===== src/rtl/root_job_dispatcher.sv =====
// Front end for the k-th root core: queues requests, runs one job at a time,
// holds operands stable, and returns tagged results with timeout protection.
module root_job_dispatcher #(
  parameter int unsigned DEPTH   = 4,
  parameter int unsigned TAG_W   = 4,
  parameter int unsigned TIMEOUT = 64
) (
  input  logic             clk,
  input  logic             rst_n,
  input  logic             req_valid,
  output logic             req_ready,
  input  logic [9:0]       req_radicand,
  input  logic [2:0]       req_degree,
  input  logic [TAG_W-1:0] req_tag,
  output logic             core_in_valid,
  output logic [9:0]       core_in_data_1,
  output logic [2:0]       core_in_data_2,
  input  logic             core_out_valid,
  input  logic [19:0]      core_out_data,
  output logic             res_valid,
  input  logic             res_ready,
  output logic [19:0]      res_data,
  output logic [TAG_W-1:0] res_tag,
  output logic             res_err,
  output logic             core_fault
);
  localparam int unsigned AW = $clog2(DEPTH);
  localparam int unsigned CW = AW + 1;
  localparam int unsigned EW = 13 + TAG_W;
  localparam int unsigned TW = $clog2(TIMEOUT + 1);

  typedef enum logic [2:0] {StIdle, StLaunch, StWait, StResult, StGap} state_e;

  state_e           state;
  logic [EW-1:0]    mem [DEPTH];
  logic [AW-1:0]    wr_ptr;
  logic [AW-1:0]    rd_ptr;
  logic [CW-1:0]    count;
  logic             push;
  logic             pop;
  logic [EW-1:0]    head;
  logic [9:0]       head_rad;
  logic [2:0]       head_deg;
  logic [TAG_W-1:0] head_tag;
  logic [9:0]       op_rad;
  logic [2:0]       op_deg;
  logic [TAG_W-1:0] op_tag;
  logic [TW-1:0]    timer;
  logic             cov_q;
  logic             cov_rise;

  assign req_ready = (count < CW'(DEPTH));
  assign push      = req_valid && req_ready;
  assign pop       = (state == StIdle) && (count != '0);
  assign head      = mem[rd_ptr];
  assign head_tag  = head[TAG_W-1:0];
  assign head_deg  = head[TAG_W +: 3];
  assign head_rad  = head[TAG_W+3 +: 10];
  assign cov_rise  = core_out_valid && !cov_q;

  // The core reads the degree combinationally each iteration, so operands stay put until WAIT ends.
  assign core_in_data_1 = (state == StLaunch || state == StWait) ? op_rad : '0;
  assign core_in_data_2 = (state == StLaunch || state == StWait) ? op_deg : '0;

  always_ff @(posedge clk) begin
    if (push) mem[wr_ptr] <= {req_radicand, req_degree, req_tag};
  end

  always_ff @(posedge clk) begin
    if (!rst_n) begin
      wr_ptr <= '0;
      rd_ptr <= '0;
      count  <= '0;
    end else begin
      if (push) wr_ptr <= wr_ptr + AW'(1);
      if (pop)  rd_ptr <= rd_ptr + AW'(1);
      case ({push, pop})
        2'b10:   count <= count + CW'(1);
        2'b01:   count <= count - CW'(1);
        default: ;
      endcase
    end
  end

  always_ff @(posedge clk) begin
    if (!rst_n) begin
      state         <= StIdle;
      core_in_valid <= 1'b0;
      res_valid     <= 1'b0;
      res_data      <= '0;
      res_tag       <= '0;
      res_err       <= 1'b0;
      core_fault    <= 1'b0;
      op_rad        <= '0;
      op_deg        <= '0;
      op_tag        <= '0;
      timer         <= '0;
      cov_q         <= 1'b0;
    end else begin
      cov_q <= core_out_valid;
      case (state)
        StIdle: begin
          if (pop) begin
            op_rad <= head_rad;
            op_deg <= head_deg;
            op_tag <= head_tag;
            if (head_deg != 3'd0 && head_deg <= 3'd5 && !core_fault) begin
              core_in_valid <= 1'b1;
              state         <= StLaunch;
            end else begin
              res_valid <= 1'b1;
              res_data  <= '0;
              res_err   <= 1'b1;
              res_tag   <= head_tag;
              state     <= StResult;
            end
          end
        end
        StLaunch: begin
          core_in_valid <= 1'b0;
          timer         <= '0;
          state         <= StWait;
        end
        StWait: begin
          timer <= timer + TW'(1);
          // Only a fresh rising edge counts; a level left high never re-captures.
          if (cov_rise) begin
            res_valid <= 1'b1;
            res_data  <= core_out_data;
            res_err   <= 1'b0;
            res_tag   <= op_tag;
            state     <= StResult;
          end else if (timer == TW'(TIMEOUT - 1)) begin
            res_valid  <= 1'b1;
            res_data   <= '0;
            res_err    <= 1'b1;
            res_tag    <= op_tag;
            core_fault <= 1'b1;
            state      <= StResult;
          end
        end
        StResult: begin
          if (res_ready) begin
            res_valid <= 1'b0;
            state     <= StGap;
          end
        end
        StGap: begin
          if (!core_out_valid) state <= StIdle;
        end
        default: state <= StIdle;
      endcase
    end
  end

endmodule

===== config.mk =====
export PLATFORM = sky130hd
export DESIGN_NAME = root_job_dispatcher
export DESIGN_NICKNAME = d
export VERILOG_FILES = /design/src/rtl/root_job_dispatcher.sv
export SDC_FILE = /design/constraint.sdc
export NUM_CORES = 1
export LEC_CHECK = 0
export ABC_AREA = 1
export CAP_MARGIN = 20
export CELL_PAD_IN_SITES_DETAIL_PLACEMENT = 0
export CELL_PAD_IN_SITES_GLOBAL_PLACEMENT = 1
export CORE_UTILIZATION = 46
export CTS_BUF_LIST = sky130_fd_sc_hd__clkbuf_4
export DETAILED_ROUTE_END_ITERATION = 7
export HOLD_SLACK_MARGIN = 0.03
export PLACE_DENSITY_LB_ADDON = 0.1
export SETUP_SLACK_MARGIN = 0.1
export SLEW_MARGIN = 30
export SYNTH_ARGS = -nofsm -noshare
export SYNTH_HDL_FRONTEND = slang
export SYNTH_SLANG_ARGS = --single-unit

===== constraint.sdc =====
create_clock -name clk -period 4.3 [get_ports clk]
set_clock_uncertainty 0.1 [all_clocks]
set_input_delay 0.86 -clock clk [delete_from_list [all_inputs] [get_ports clk]]
set_output_delay 0.86 -clock clk [all_outputs]
set_load 0.02 [all_outputs]

==> qor.yml, run 1 <==
floorplanning:
  die_y_um: 112.9
  start_util_pct: 47.09
  pin_count: 84
  die_area_um2: 12740
  die_w_um: 112.9
  rows: 40
  core_area_um2: 12010
critical_path:
  worstSetupPathType: "reg2out"
  startpoint: "state[0]"
  r2r-start: "state[0]"
  rrSetupSlack_ns: 1.59
  cpPeakStageDelay_ns: 0.65
  path_cells: "nor2_4 > nand2_2 > buf_4 > nand2_1 > clkinvlp_4 > nor2_1 > clkdlybuf4s50_1"
  cp.required_ns: 3.34
  crit_arrival_ns: 2.89
  crit_path_end_kind: "output port"
  r2r_end: "count[2]"
  worstSetupStartpointType: "register"
  path_max_fanout: 23
  cp_slowest_cell: "clkdlybuf4s50_1"
  reg2reg_depth: 13
layout:
  fill_cells: 1106
  final_cell_mix: "nor2_1 (123), nand2_1 (106), clkdlybuf4s50_1 (82)"
  finalNetCount: 767
  antenna_cells: 0
  multi_input_area_um2: 1829
  regArea_um2: 3343
  layout_commonest_cell: "nor2_1"
  area_delta_synth_final_pct: 21.99
  drive_gt1_share_pct: 8.618
clock_tree:
  cts.sinks: 133
  clk_path_buf_depth: 2
  cts_tree: "yes"
  post_cts_buffers: 0
  clk-insertion-delay-late_ns: 0.52
  path_clk_slew_ns: 0.12
  cts_buffers: 17
  h-tree-depth: 4
  cts-root-buf: "clkbuf_4"
sta:
  clock.fmax_ghz: 0.2596
  slew_headroom_pct: 62.08
  worstMarginPinSlew_ns: 0.5668
  hold_violations: 0
  slew_viol_final: 0
  setup-tns-final_ns: 0
  period_needed_ns: 3.853
  setup_viol: 0
  rsz0062_at_grt: "false"
  min_period_over_period_pct: 89.60
place:
  dpl.hpwl_mm: 7.216
  io_buffer_count: 83
  gp_congestion: 0.7294
run_status:
  run_status: "finished clean"
synthesis:
  syn_inst: 636
  synthesis.nets: 685
  avgSynthCellArea_um2: 8.894
  syn_area_um2: 5657
  synthDistinctLibCells: 33
  synth_seq_cells: 133
  yosysWarnings: 0
  ys_seq_area_share_pct: 59.10
global_route:
  grt_max_degree: 41
  grt_pass1_vias: 3927
  grt_overflow_total: 0
  grt_pass1_wl_mm: 18.82
  antenna_found_initial: 0
  track_usage_pct: 19.37
routing:
  wl_mm: 11.49
  firstDrtPassIters: 5
  viasPerCell: 4.844
  first_iter_violations: 197
  vias: 4253
  wl_per_cell_um: 13.09
  drc: 0
  ant_nets: 0
hold_path:
  min_to: "op_tag[0]"
  min_path_type: "reg2reg"
  min_from: "op_tag[0]"
  min_path_cells: 2
power:
  peakVddDrop_v: 0.0002616
  power_density_nw_per_um2: 704.5
  power_mw: 4.861
  leakage_nw: 2.721
run:
  maxCapViolations: 0
report_power, final:
| group | internal (mW) | switching (mW) | leakage [nW] | total [mW] |
|---|---|---|---|---|
| logic | 0.796 | 1.35 | 1.40 | 2.15 |
| registers | 1.65 | 0.152 | 1.16 | 1.81 |
| clock network | 0.454 | 0.450 | 0.160 | 0.904 |
layout make-up:
cell class / instances / share of cell area, %
Inverter: 84 / 4.660
Multi-Input combinational cell: 388 / 26.51
Clock buffer: 17 / 1.849
Tap cell: 147 / 2.665
Clock inverter: 15 / 2.702
Timing Repair Buffer: 94 / 13.16
Sequential cell: 133 / 48.45
registers in the layout, summed over array words and instances, names as in the netlist, named ones only:
name,count
core_fault,1
core_in_valid,1
count,3
cov_q,1
mem,68
op_deg,3
op_rad,10
op_tag,4
rd_ptr,2
res_data,20
res_err,1
res_tag,4
res_valid,1
state,3
timer,7
wr_ptr,2
worst max-delay path: cells and delay by family, from the launching register on:
kind / cells / cell delay [ns]
buf+inv: 3 / 1.24
simple gates: 4 / 0.77
flops: 1 / 0.37
routing by layer:
metal / track usage (%) / part of all wire, %
met5: 0 / 0
met4: 7.807 / 0.85
met3: 4.392 / 4.9
met2: 33.33 / 49
met1: 23.66 / 45
cell usage after synthesis (all sizes together):
library cell  number  share of area, %
nand4             12               1.4
clkbuf            14              0.93
fa                 1              0.35
nand3b             1              0.13
a21oi             24               2.1
clkinv             2              0.13
ha                 6               1.3
nor2             126               8.7
nor3               1             0.088
or2                1              0.11
a31oi             10               1.1
edfxtp            68                36
nand3             18               2.0
buf               17               2.0
o21ai             59               5.2
a211oi             5              0.66
a221oi             2              0.31
o22ai              4              0.44
nor4               1              0.11
inv               82               5.5
nand2            117               8.3
dfxtp             65                23
worst max path at each step:
| stage | end | slack [ns] | cells past startpoint |
|---|---|---|---|
| after floorplan | core_in_data_1[1] | 1.94 | 6 |
| after global placement | core_in_data_1[0] | 0.82 | 7 |
| after detailed placement | core_in_data_1[0] | 0.74 | 7 |
| after CTS | core_in_data_1[0] | 0.14 | 7 |
| after global routing | core_in_data_1[0] | 0.18 | 7 |
| final | core_in_data_1[0] | 0.45 | 7 |
cells by family (layout without fill, tap and decap cells):
kind of cell	count (synthesis)	count (layout)	share of synthesized area [%]
flip-flops	133	133	59.10
buffers and inverters	115	210	8.560
adder cells (fa/ha/maj)	7	7	1.681
AND/OR/NAND/NOR	277	277	20.79
AO/OA/AOI/OAI	104	104	9.865
stage by stage:
stage	setup slack (ns)	area, µm²	cells	hold WS [ns]	utilization, %
after detailed placement	0.7442	6583	846	0.3499	54.80
after floorplan	1.944	5657	636	0.3272	-
final	0.4472	6900	878	0.3671	57.45
after global routing	0.1778	6900	878	0.4002	57.45
after global placement	0.8196	6583	846	0.3357	54.80
after CTS	0.1383	6897	878	0.3675	57.42
repair_timing:
action | 4_1_cts | 5_1_grt
endpoints found under the setup margin | 0 | 13
gates resized for setup | 0 | 1
hold buffers | 0 | 0
(Power assumes the default switching activity.)
==> run 2: changes to the inputs <==
--- a/config.mk
+++ b/config.mk
@@ -9,6 +9,7 @@
 export CAP_MARGIN = 20
 export CELL_PAD_IN_SITES_DETAIL_PLACEMENT = 0
 export CELL_PAD_IN_SITES_GLOBAL_PLACEMENT = 1
+export CORE_MARGIN = 2
 export CORE_UTILIZATION = 46
 export CTS_BUF_LIST = sky130_fd_sc_hd__clkbuf_4
 export DETAILED_ROUTE_END_ITERATION = 7
==> qor.yml, run 2 (synthesis results as in run 1) <==
clock_tree:
  cts_hold_buf: 0
  clk_path_buf_depth: 2
  post_cts_resized: 0
  cts-root-buf: "clkbuf_4"
  cts.sinks: 133
  clk-insertion-delay-late_ns: 0.50
  cts_buffers: 17
  cts_tree: "yes"
  path_clk_slew_ns: 0.10
  post_cts_buffers: 0
  h-tree-depth: 4
power:
  leakage_nw: 2.695
  power_density_nw_per_um2: 683.0
  peakVddDrop_v: 0.0002624
  power_mw: 4.666
layout:
  area_delta_synth_final_pct: 20.77
  final_cell_mix: "nor2_1 (123), nand2_1 (106), clkdlybuf4s50_1 (82)"
  top_regs: "mem x68, res_data x20, op_rad x10"
  antenna_cells: 0
  finalNetCount: 767
  fill_cells: 1092
  regMostFlops: "mem"
  layout_commonest_cell: "nor2_1"
  drive_gt1_share_pct: 8.345
  largest_reg_flops: 68
sta:
  slew_headroom_pct: 62.50
  worstMarginPinSlew_ns: 0.5604
  period_needed_ns: 3.773
  slew_viol_final: 0
  hold_violations: 0
  min_period_over_period_pct: 87.74
  setup-tns-final_ns: 0
  clock.fmax_ghz: 0.2651
  rsz0062_at_grt: "false"
  setup_viol: 0
global_route:
  antenna_found_initial: 0
  grt_util_met3_pct: 4.797
  grt_pass1_wl_mm: 18.40
  busiest_layer: "met2"
  track_usage_pct: 18.09
  grt_pass1_vias: 3875
  grt.met2_usage_pct: 31.53
  gr-usage-met1_pct: 22.10
  grt_max_degree: 41
  grt_overflow_total: 0
routing:
  viasPerCell: 4.797
  drc: 0
  vias: 4212
  firstDrtPassIters: 5
  wl_per_cell_um: 12.92
  wl_mm: 11.34
  ant_nets: 0
  first_iter_violations: 222
place:
  io_buffer_count: 83
  dpl.hpwl_mm: 7.330
  gp_congestion: 0.7748
run_status:
  run_status: "finished clean"
hold_path:
  min_path_type: "reg2reg"
floorplanning:
  start_util_pct: 47.09
  die_y_um: 114.9
  die_w_um: 114.9
  pin_count: 84
  die_area_um2: 13200
  rows: 40
  core_area_um2: 12010
critical_path:
  crit_path_end_kind: "output port"
  path_max_fanout: 23
  worstSetupStartpointType: "register"
  cp.required_ns: 3.34
  worstSetupPathType: "reg2out"
  crit_arrival_ns: 2.81
run:
  maxCapViolations: 0
==> run 2: cell count changes in the layout (fill, tap and decap cells not counted), sizes merged <==
cell / change
bufinv: -3
clkbuf: +4
clkinv: +1
clkinvlp: -1
inv: -1
==> run 2: where the power goes <==
part / internal, mW / switching (mW) / total (mW)
Clock: 0.303 / 0.414 / 0.717
Sequential: 1.65 / 0.156 / 1.81
Combinational: 0.800 / 1.34 / 2.14
==> run 2: per-layer routing <==
metal  up-vias  part of all wire (%)
met2        89                    49
li1       2225                     -
met3        11                   4.6
met1      1887                    45
met5         -                     0
met4         0                   1.0
==> run 2: worst max-delay path, stage by stage, from the launching register on <==
cell	delay, ns
dfxtp_1	0.37
nor2_4	0.37
nand2_4	0.24
nand2_1	0.15
clkinv_1	0.21
buf_4	0.25
nor2_1	0.10
clkdlybuf4s50_1	0.61
==> run 2: metrics by stage <==
step | setup slack, ns | cells | instance area (µm²) | utilization (%) | hold slack (ns)
floorplan | 1.944 | 636 | 5657 | - | 0.3272
global placement | 0.9676 | 846 | 6583 | 54.80 | 0.3408
detailed placement | 0.8907 | 846 | 6583 | 54.80 | 0.3399
CTS | 0.3002 | 878 | 6827 | 56.83 | 0.3572
global route | 0.2371 | 878 | 6832 | 56.88 | 0.3986
finish | 0.5272 | 878 | 6832 | 56.88 | 0.3568
==> run 2: path summary, 6_finish.rpt <==
kind                             to  slack (ns)      from  cells past startpoint
setup / recovery  core_in_data_1[2]        0.53  state[0]                      7
hold / removal              res_err        0.36   res_err                      2
setup reg to reg           count[2]        1.51  state[0]                     13
hold reg to reg             res_err        0.36   res_err                      2
==> run 2: final cells by class <==
class                   count  area [µm²]  share of cell area, %
multi-input cells         388        1834                  26.85
repair buffers             94       908.4                  13.30
inverters                  84       317.8                  4.652
flip-flops and latches    133        3343                  48.94
clock inverters            11       86.33                  1.264
well taps                 147       183.9                  2.692
clock buffers              21       157.7                  2.308
